`config.mk`:
```
export PLATFORM = sky130hd
export DESIGN_NAME = rsa_exp_ctrl
export DESIGN_NICKNAME = d
export VERILOG_FILES = /design/src/rtl/rsa_pkg.sv /design/src/rtl/rsa_bit_counter.sv /design/src/rtl/rsa_exp_ctrl.sv
export SDC_FILE = /design/constraint.sdc
export NUM_CORES = 1
export LEC_CHECK = 0
export CAP_MARGIN = 20
export CORE_MARGIN = 2
export CORE_UTILIZATION = 51
export DETAILED_ROUTE_END_ITERATION = 8
export PLACE_DENSITY_LB_ADDON = 0.08
export SLEW_MARGIN = 20
export SYNTH_ARGS = -nofsm -noshare
export SYNTH_HDL_FRONTEND = slang
export SYNTH_SLANG_ARGS = --single-unit
```
`constraint.sdc`:
```
create_clock -name clk -period 4.4 [get_ports clk]
set_clock_uncertainty 0.05 [all_clocks]
set_input_delay 0.88 -clock clk [delete_from_list [all_inputs] [get_ports clk]]
set_output_delay 0.88 -clock clk [all_outputs]
set_load 0.02 [all_outputs]
```
`src/rtl/rsa_pkg.sv`:
```
// Shared types and output decode for the RSA exponentiation sequencer.
package rsa_pkg;

    typedef enum logic [3:0] {
        IDLE     = 4'd0,
        LOAD     = 4'd1,
        CHECK    = 4'd2,
        MUL      = 4'd3,
        MUL_WAIT = 4'd4,
        SQR      = 4'd5,
        SQR_WAIT = 4'd6,
        SHIFT    = 4'd7,
        DONE     = 4'd8,
        ABORT    = 4'd9
    } exp_state_t;

    localparam logic MUL_OP_MULT   = 1'b0;
    localparam logic MUL_OP_SQUARE = 1'b1;

    typedef struct packed {
        logic sr_ena;
        logic sr_clear;
        logic sr_load;
        logic mul_start;
        logic mul_op;
        logic busy;
        logic done;
    } ctrl_out_t;

    // Moore output decode; evaluated on the next state so outputs can be registered.
    function automatic ctrl_out_t decode_outputs(input exp_state_t s);
        ctrl_out_t o;
        o = '{sr_ena: 1'b0, sr_clear: 1'b1, sr_load: 1'b0, mul_start: 1'b0,
              mul_op: MUL_OP_MULT, busy: 1'b1, done: 1'b0};
        case (s)
            IDLE:     o.busy = 1'b0;
            LOAD:     begin o.sr_ena = 1'b1; o.sr_load = 1'b1; end
            CHECK:    o.busy = 1'b1;
            MUL:      o.mul_start = 1'b1;
            MUL_WAIT: o.mul_op = MUL_OP_MULT;
            SQR:      begin o.mul_start = 1'b1; o.mul_op = MUL_OP_SQUARE; end
            SQR_WAIT: o.mul_op = MUL_OP_SQUARE;
            SHIFT:    o.sr_ena = 1'b1;
            DONE:     begin o.sr_ena = 1'b1; o.sr_clear = 1'b0; o.done = 1'b1; end
            ABORT:    begin o.sr_ena = 1'b1; o.sr_clear = 1'b0; end
            default:  o.busy = 1'b0;
        endcase
        return o;
    endfunction

endpackage

```
`src/rtl/rsa_bit_counter.sv`:
```
// Exponent bit index counter: clear, saturating increment, last-bit flag.
module rsa_bit_counter #(
    parameter int WIDTH = 8,
    parameter int CNT_W = $clog2(WIDTH)
) (
    input  logic             clk,
    input  logic             rstb,
    input  logic             clr_i,
    input  logic             inc_i,
    output logic [CNT_W-1:0] count_o,
    output logic             last_o
);

    logic [CNT_W-1:0] count_q;
    logic [CNT_W-1:0] count_d;
    logic             last_s;

    assign last_s = (count_q == CNT_W'(WIDTH - 1));

    // Next count; increment stops at the last bit so the index stays in range.
    always_comb begin
        count_d = count_q;
        if (clr_i) begin
            count_d = {CNT_W{1'b0}};
        end else if (inc_i && !last_s) begin
            count_d = count_q + CNT_W'(1);
        end else begin
            count_d = count_q;
        end
    end

    // Count register with synchronous active-low reset.
    always_ff @(posedge clk) begin
        if (!rstb) begin
            count_q <= {CNT_W{1'b0}};
        end else begin
            count_q <= count_d;
        end
    end

    assign count_o = count_q;
    assign last_o  = last_s;

endmodule

```
`src/rtl/rsa_exp_ctrl.sv`:
```
// Right-to-left binary modular exponentiation sequencer.
// Optional abort input enabled by defining RSA_EXP_ABORT_EN.
module rsa_exp_ctrl
    import rsa_pkg::*;
#(
    parameter int WIDTH = 8,
    localparam int CNT_W = $clog2(WIDTH)
) (
    input  logic             clk,
    input  logic             rstb,
    input  logic             start,
    input  logic             sr_bit,
    input  logic             mul_done,
`ifdef RSA_EXP_ABORT_EN
    input  logic             abort,
`endif
    output logic             sr_ena,
    output logic             sr_clear,
    output logic             sr_load,
    output logic             mul_start,
    output logic             mul_op,
    output logic             busy,
    output logic             done,
    output logic [CNT_W-1:0] bit_idx
);

    exp_state_t state_q;
    exp_state_t state_d;
    ctrl_out_t  out_q;
    ctrl_out_t  out_d;
    logic       cnt_clr_s;
    logic       cnt_inc_s;
    logic       last_s;

    rsa_bit_counter #(
        .WIDTH (WIDTH),
        .CNT_W (CNT_W)
    ) u_bit_counter (
        .clk     (clk),
        .rstb    (rstb),
        .clr_i   (cnt_clr_s),
        .inc_i   (cnt_inc_s),
        .count_o (bit_idx),
        .last_o  (last_s)
    );

    // Next-state and counter control.
    always_comb begin
        state_d   = state_q;
        cnt_clr_s = 1'b0;
        cnt_inc_s = 1'b0;
        case (state_q)
            IDLE:     state_d = start ? LOAD : IDLE;
            LOAD:     begin cnt_clr_s = 1'b1; state_d = CHECK; end
            CHECK: begin
                if (sr_bit) begin
                    state_d = MUL;
                end else if (last_s) begin
                    state_d = DONE;
                end else begin
                    state_d = SQR;
                end
            end
            MUL:      state_d = MUL_WAIT;
            MUL_WAIT: begin
                if (mul_done) begin
                    state_d = last_s ? DONE : SQR;
                end else begin
                    state_d = MUL_WAIT;
                end
            end
            SQR:      state_d = SQR_WAIT;
            SQR_WAIT: state_d = mul_done ? SHIFT : SQR_WAIT;
            SHIFT:    begin cnt_inc_s = 1'b1; state_d = CHECK; end
            DONE:     state_d = IDLE;
            ABORT:    state_d = IDLE;
            default:  state_d = IDLE;
        endcase
`ifdef RSA_EXP_ABORT_EN
        // Abort wins over any same-cycle multiplier completion.
        if (abort && (state_q != IDLE)) begin
            state_d   = ABORT;
            cnt_inc_s = 1'b0;
        end else begin
            state_d   = state_d;
        end
`endif
    end

    assign out_d = decode_outputs(state_d);

    // State and registered outputs; reset drives every output low.
    always_ff @(posedge clk) begin
        if (!rstb) begin
            state_q <= IDLE;
            out_q   <= '0;
        end else begin
            state_q <= state_d;
            out_q   <= out_d;
        end
    end

    assign sr_ena    = out_q.sr_ena;
    assign sr_clear  = out_q.sr_clear;
    assign sr_load   = out_q.sr_load;
    assign mul_start = out_q.mul_start;
    assign mul_op    = out_q.mul_op;
    assign busy      = out_q.busy;
    assign done      = out_q.done;

endmodule

```
== Word level (Yosys, flattened, before mapping) ==
Cells that the tools add are included.
Cells by class
  multiplexer cells: 15
  equality and inequality tests: 17
  bitwise gates (word level): 1
  add/sub/neg operators: 1
  reductions and logical operators: 10
Operators with widths (number)
  equality test 4 x 3 -> 1 bit (second input constant): 8
  one-hot mux 4 bit (7 select lines): 1
  equality test 4 x 2 -> 1 bit (second input constant): 4
  two-way mux 4 bit: 3
  two-way mux 1 bit: 11
  OR reduction 2 bit: 5
  OR reduction 9 bit: 1
  equality test 4 x 1 -> 1 bit (second input constant): 2
  equality test 4 bit (second input constant): 2
  logical NOT 4 bit: 1
  OR reduction 4 bit: 1
  adder 3 x 1 -> 3 bit (second input constant): 1
  equality test 3 bit (second input constant): 1
  logical AND 1 bit: 1
  logical NOT 1 bit: 1
  NOT 1 bit: 1
Storage, ports and cells
  input port bits: 5
  logic and storage cells: 53
  register bits after elaboration: 14

== Logic depth before layout (Yosys ltp) ==
Gate-level depths: netlist of run 1.
  word-level depth: 7
  mapped depth: 7

== Cells and area by module ==
Synthesis of run 1 repeated with hierarchy kept, for this count alone.
Unflattened totals
  cells, all modules: 71
  area total of the unflattened synthesis: 695.7 sq um
By module, submodules not included
  rsa_exp_ctrl: cells an instance 58, area each 550.5 sq um, instances 1
  rsa_bit_counter: cells an instance 13, area each 145.1 sq um, instances 1

== Least setup slack after synthesis of run 1 ==
Ideal clock, no wire load.
  path type: in2reg
  start point: input port mul_done
  end point: register out_q, in the netlist sr_load
  data arrival time: 1719 ps
  setup slack: 2566 ps
  buffers on the path: 0
  required time: 4285 ps
  setup time: 65 ps
  stages: 5
  cell sequence: and3b_1 -> o211a_1 -> nor2b_2 -> nor3b_2 -> nor2b_1
On the way
  cells in the longest elaborated chain, start to end: 4
  elaborated cells on any way between the ends: 5
  those cells by class: eq/ne (1); mux (4)
RTL lines
  start: declaration: RTL line rsa_exp_ctrl.sv:13  | input logic mul_done,
  two-way mux 1 bit or two-way mux 4 bit (tied branches): RTL line rsa_exp_ctrl.sv:73, rsa_exp_ctrl.sv:66
  one-hot mux 4 bit (7 select lines) *: RTL line rsa_exp_ctrl.sv:52  | case (state_q)
  equality test 4 x 1 -> 1 bit *: RTL line rsa_pkg.sv:35  | case (s)
  two-way mux 1 bit *: RTL line rsa_pkg.sv:35
  end signal: assignment: RTL line rsa_exp_ctrl.sv:99  | out_q <= out_d;
  end: declaration: RTL line rsa_exp_ctrl.sv:29  | ctrl_out_t out_q;
Every way passes the cells marked *; elsewhere a longest branch is shown, timed or not.
A chain may end at the register's enable or synchronous reset.

== Final worst setup path of run 1 ==
Same ends and word-level chain as after synthesis.

==> out/metrics.cfg, run 1 <==
[grt]
grt_first_pass_wirelength_um = 2030
grtUsageTotal_pct = 19.2
grt_antenna_before_repair = 0
grt_pass1_vias = 482
grt_max_degree = 12
grt_overflow = 0

[placement]
placed_area_um2 = 830
place_inst = 100
place_congestion = 0.729
port_buffers = 14
pre_cts_slack_ns = 1.91
dp_hpwl_um = 931

[die]
die_w_um = 40.9
ios = 15
core_area_mm2 = 0.00128
initial_core_util_pct = 54.0
row_count = 13
die_y_um = 40.9
dieArea_mm2 = 0.00167

[yosys]
synth_top_area_share_pct = 40.4
synthMuxAreaShare_pct = 2.88
synth_top_family_by_area = simple AND/OR/NAND/NOR gates
synth_area_um2 = 694
synth_edf_count = 0
synth_xor_area_share_pct = 2.52
synth_nets = 83
synthFlopType = dfxtp_1
yosysTopAreaCell = dfxtp_1
synth_area_leaders = dfxtp_1, and2_1, ha_1
synth_seq_area_share_pct = 40.4
ys_ff_latch = 14
yosys.area_share.simple_pct = 30.5
synthAdderAreaFrac_pct = 5.41
synth_cell_types = 35
netlist_instances = 75
async_flop_share_pct = 0
yosys_warnings = 0
synth-compound-area-share_pct = 13.9
syn_avg_cell_area_um2 = 9.26

[timing]
fin_setup_tns_ns = 0
post-route-min-period_ns = 2.21
worst_slew_pin_slew_ns = 0.637
setup_viol = 0
fmax_ghz = 0.453
slew_viol_final = 0
post-route-period-util_pct = 50.2
rsz0062_at_grt = false
slew_headroom_pct = 57.0
hold_slack_ns = 0.508
worst_slack_ns = 2.19
hold_violations = 0

[critical_path]
max_stage_delay_ns = 0.50
end_kind = flop
required_ns = 4.56
reg2reg_to = mul_op$_SDFF_PN0_
r2r_start = u_bit_counter.count_o[0]$_SDFFE_PP0P_
critPathCapture = sr_load$_SDFF_PN0_
path_max_fanout = 4
cp_cell_sequence = clkdlybuf4s50_1, nand2_1, a211o_1, a21oi_2, nor3b_2, nor2b_1
startpoint = mul_done
ff2ff_path_depth = 7
worst_ep_arrival_time_ns = 2.37
r2r_slack_ns = 2.56
critical_path_class = in2reg
start_kind = input port
cp_slowest_cell = clkdlybuf4s50_1

[power]
p_leak_nw = 0.369
p_per_area_mw_per_mm2 = 348
ir_drop_v = 0.000226

[cells_and_area]
drive_gt1_share_pct = 10.1
final_cell_mix = dfxtp_1, clkdlybuf4s50_1, nand2_1
instances_no_fill = 104
design_area_um2 = 866
area_delta_synth_final_pct = 24.7
antennaDiodeCount = 0
fin_nets = 98

[route]
via_per_inst = 5.38
ant_nets = 0
firstDrtPassIters = 4
avgRoutedWirePerCell_um = 12.0
first_iter_violations = 4
drc_errors = 0
routed-via-count = 560
routed_wl_um = 1250

[cts]
cts-root-buf = clkbuf_4
cts_hold_buffers = 0
cts_tree = done
htree_num_levels = 1
cts_buffers = 3
cts-resized-gates = 0
clk_pin_slew_ns = 0.08
cts_num_sinks = 14
clock_path_buffers = 2
insertion_delay_ns = 0.28
post_cts_buffers = 0

[min_path]
hp-class = reg2reg

[run]
cap_viol_max_count = 0

[run_status]
status = completed

worst min path at each step:
stage                                           from                               endpoint  cells after the start
3_5_place_dp   u_bit_counter.count_o[0]$_SDFFE_PP0P_  u_bit_counter.count_o[0]$_SDFFE_PP0P_                      2
6_report       u_bit_counter.count_o[1]$_SDFFE_PP0P_  u_bit_counter.count_o[1]$_SDFFE_PP0P_                      2
5_1_grt        u_bit_counter.count_o[1]$_SDFFE_PP0P_  u_bit_counter.count_o[1]$_SDFFE_PP0P_                      2
2_1_floorplan  u_bit_counter.count_o[1]$_SDFFE_PP0P_  u_bit_counter.count_o[1]$_SDFFE_PP0P_                      2
4_1_cts        u_bit_counter.count_o[0]$_SDFFE_PP0P_  u_bit_counter.count_o[0]$_SDFFE_PP0P_                      2
3_3_place_gp   u_bit_counter.count_o[1]$_SDFFE_PP0P_  u_bit_counter.count_o[1]$_SDFFE_PP0P_                      2
sequential cells by signal (all words and copies together), names as in the netlist:
| name | flops |
|---|---|
| sr_ena | 1 |
| u_bit_counter.count_o | 3 |
| sr_load | 1 |
| state_q | 4 |
| mul_start | 1 |
| sr_clear | 1 |
| mul_op | 1 |
| done | 1 |
| busy | 1 |
report_power, final:
part | total (mW) | internal (mW) | leakage (nW) | switching [mW]
combinational | 0.0685 | 0.0336 | 0.234 | 0.0350
clock | 0.0889 | 0.0504 | 0.0210 | 0.0386
sequential | 0.144 | 0.136 | 0.114 | 0.00821
synth_stat cells (2+ instances only):
cell type,instances
xor2_1,2
nand2b_1,2
ha_1,3
dfxtp_1,14
nor2b_1,3
and3b_1,2
o21ai_1,2
nand2_1,7
nor3_1,2
buf_4,2
nor2_1,6
and2_1,6
mux2i_1,2
worst max-delay path, delay by kind of cell:
family,cells,cell delay [ns]
buf+inv,1,0.50
simple gates,3,0.45
compound gates,2,0.54
per-layer routing:
layer | global-route usage (%) | vias up | share of wire [%]
met5 | 0 | - | 0
li1 | - | 287 | -
met1 | 25.3 | 256 | 49
met4 | 10.0 | 0 | 2.4
met3 | 6.52 | 4 | 4.6
met2 | 27.3 | 13 | 44
stage by stage:
step           power, mW  utilization [%]
6_report           0.302             67.4
5_1_grt            0.321             67.4
4_1_cts            0.305             67.4
3_5_place_dp       0.216             64.6
3_3_place_gp       0.215             64.6
2_1_floorplan      0.193                -
kinds of logic after synthesis:
logic type,after synthesis
xor+xnor,2
compound gates,12
mux,2
flops,14
fa+ha+maj,3
buf+inv,6
simple gates,36
final cells by class:
| class | count | area (µm²) |
|---|---|---|
| timing repair buffer | 14 | 140 |
| multi-input combinational | 55 | 383 |
| sequential | 14 | 280 |
| tap | 15 | 18.8 |
| inverter | 2 | 7.51 |
| clock buffer | 4 | 36.3 |
| fill | 111 | 419 |
(Power assumes the default switching activity.)
==> run 2: changes to the inputs <==
CORE_ASPECT_RATIO = 0.9   (was not set)
CORE_UTILIZATION = 47   (was 51)
clock period = 2.2 ns   (was 4.4 ns; I/O delays follow)
==> run 2 against run 1 <==
Net effect: global-route usage down 2.6 points; critical path depth up 1; hold slack worse by 0.019 ns; first-iteration DRC count rose to 2.8 times the previous value; worst setup slack worse by 1.8 ns; register-to-register slack worse by 2.2 ns; sequential share of layout area unchanged; routed wire length down 0.16%.
==> out/metrics.cfg, run 2 (synthesis gave the netlist of run 1 again) <==
[grt]
grt_max_degree = 12  ; unchanged
grt_first_pass_wirelength_um = 2150  ; +5.8%
grt_overflow = 0  ; unchanged
grt_pass1_vias = 498  ; +3.3%
grtUsageTotal_pct = 16.7  ; -2.6 points
grt_antenna_before_repair = 0  ; unchanged

[timing]
hold_slack_ns = 0.489  ; -0.0191 ns
setup_viol = 0  ; unchanged
slew_headroom_pct = 54.3  ; -2.6 points
slew_viol_final = 0  ; unchanged
fin_setup_tns_ns = 0  ; unchanged
rsz0062_at_grt = false
post-route-period-util_pct = 84.4
fmax_ghz = 0.539
post-route-min-period_ns = 1.86
worst_slack_ns = 0.344  ; -1.85 ns
hold_violations = 0  ; unchanged
worst_slew_pin_slew_ns = 0.677  ; +0.0392 ns

[placement]
placed_area_um2 = 830  ; unchanged
place_inst = 100  ; unchanged
dp_hpwl_um = 976  ; +4.8%
port_buffers = 14  ; unchanged
place_congestion = 0.892  ; +22%
pre_cts_slack_ns = 0.149  ; -1.76 ns

[critical_path]
start_kind = flop
cp_cell_sequence = ha_1, ha_1, nand4bb_1, a32oi_1, nor2_1, and2_1, and2_1
crit_family = simple AND/OR/NAND/NOR gates
reg2reg_to = mul_op$_SDFF_PN0_
r2r_start = u_bit_counter.count_o[0]$_SDFFE_PP0P_
path_max_fanout = 4  ; unchanged
max_stage_delay_ns = 0.37  ; -0.13 ns
r2r_slack_ns = 0.34  ; -2.22 ns
ff2ff_path_depth = 7  ; unchanged
cp_slowest_cell = dfxtp_1
critical_path_buf_inv_count = 0  ; -1
worst_ep_arrival_time_ns = 1.98  ; -0.39 ns
end_kind = flop
critical_path_class = reg2reg
required_ns = 2.33  ; -2.23 ns

[route]
first_iter_violations = 11  ; +7
routed_wl_um = 1250  ; -0.16%
firstDrtPassIters = 4  ; unchanged
routed-via-count = 556  ; -0.71%
via_per_inst = 5.35  ; -0.71%
ant_nets = 0  ; unchanged
drc_errors = 0  ; unchanged
avgRoutedWirePerCell_um = 12.0  ; -0.16%

[cts]
cts-resized-gates = 0  ; unchanged
cts_hold_buffers = 0  ; unchanged
cts_num_sinks = 14  ; unchanged
cts_tree = done
clk_pin_slew_ns = 0.08  ; about the same
post_cts_buffers = 0  ; unchanged
clock_path_buffers = 2  ; unchanged
insertion_delay_ns = 0.28  ; about the same
htree_num_levels = 1  ; unchanged
cts-root-buf = clkbuf_4
cts_buffers = 3  ; unchanged

[power]
internal_power_mw = 0.440  ; +100%
pwr-share-seq_pct = 47.6  ; -0.2 points
switchingPower_mw = 0.167  ; +100%
p_per_area_mw_per_mm2 = 701  ; +100%
switching_share_pct = 27.5  ; +0.42 points
power_frac_clock_pct = 29.9  ; +0.4 points
combPwrFrac_pct = 22.6  ; about the same
ir_drop_v = 0.000358  ; +58%
p_leak_nw = 0.369  ; unchanged

[cells_and_area]
fin_nets = 98  ; unchanged
multi_input_area_um2 = 383  ; unchanged
design_area_um2 = 866  ; unchanged
area_delta_synth_final_pct = 24.7  ; unchanged
drive_gt1_share_pct = 10.1  ; unchanged
final_cell_mix = dfxtp_1, clkdlybuf4s50_1, nand2_1
nFillCells = 126  ; +14%
largest_reg_flops = 4  ; unchanged
antennaDiodeCount = 0  ; unchanged
instances_no_fill = 104  ; unchanged
largest_register = state_q
seqCellArea_um2 = 280  ; unchanged

[min_path]
hold_end = u_bit_counter.count_o[1]$_SDFFE_PP0P_
hp-class = reg2reg
hold_path.startpoint = u_bit_counter.count_o[1]$_SDFFE_PP0P_
hold_depth = 2  ; unchanged

[die]
ios = 15  ; unchanged
die_y_um = 40.5  ; -1.1%
core_area_mm2 = 0.00142  ; +10%
dieArea_mm2 = 0.00180  ; +7.7%
row_count = 13  ; unchanged
initial_core_util_pct = 49.1  ; -5.0 points
die_w_um = 44.5  ; +8.8%

[run_status]
status = completed

[run]
cap_viol_max_count = 0  ; unchanged

==> run 2: metal layers <==
layer,vias up,wire length [µm],GRT usage [%]
li1,290,-,-
met1,250,618,21.8
met2,14,565,26.4
met3,2,53,4.50
met4,0,11,6.06
met5,-,0,0
==> run 2: layout make-up <==
cell class | instances | area share [%]
Multi-Input combinational cell | 55 | 44.2
Clock buffer | 4 | 4.19
Tap cell | 15 | 2.17
Sequential cell | 14 | 32.4
Timing Repair Buffer | 14 | 16.2
Inverter | 2 | 0.867
==> run 2: metrics by stage <==
stage	utilization (%)	power [mW]
after floorplan	-	0.387
after global placement	58.6	0.432
after detailed placement	58.6	0.431
after CTS	61.2	0.614
after global routing	61.2	0.639
final	61.2	0.607
==> run 2: worst min-delay path, cell delays in order, from the launching register on <==
cell	delay (ns)
dfxtp_1	0.36
mux2i_1	0.08
nor2_1	0.07
==> run 2: worst max path at each step <==
stage                                                from                               endpoint  slack [ns]  depth (start not counted)
floorplan           u_bit_counter.count_o[0]$_SDFFE_PP0P_  u_bit_counter.count_o[0]$_SDFFE_PP0P_        0.42                          6
global placement                                 mul_done                     sr_load$_SDFF_PN0_        0.12                          6
detailed placement                               mul_done                     sr_load$_SDFF_PN0_        0.15                          6
CTS                 u_bit_counter.count_o[0]$_SDFFE_PP0P_                      mul_op$_SDFF_PN0_        0.32                          7
global route        u_bit_counter.count_o[0]$_SDFFE_PP0P_                      sr_ena$_SDFF_PN0_        0.17                          6
finish              u_bit_counter.count_o[0]$_SDFFE_PP0P_                      mul_op$_SDFF_PN0_        0.34                          7
==> run 2: power groups by stage <==
stage | combinational (mW) | sequential [mW] | clock [mW]
final | 0.137 | 0.289 | 0.181
after floorplan | 0.0859 | 0.301 | 0
after global routing | 0.152 | 0.292 | 0.195
after global placement | 0.138 | 0.294 | 0
after detailed placement | 0.137 | 0.294 | 0
after CTS | 0.137 | 0.288 | 0.189
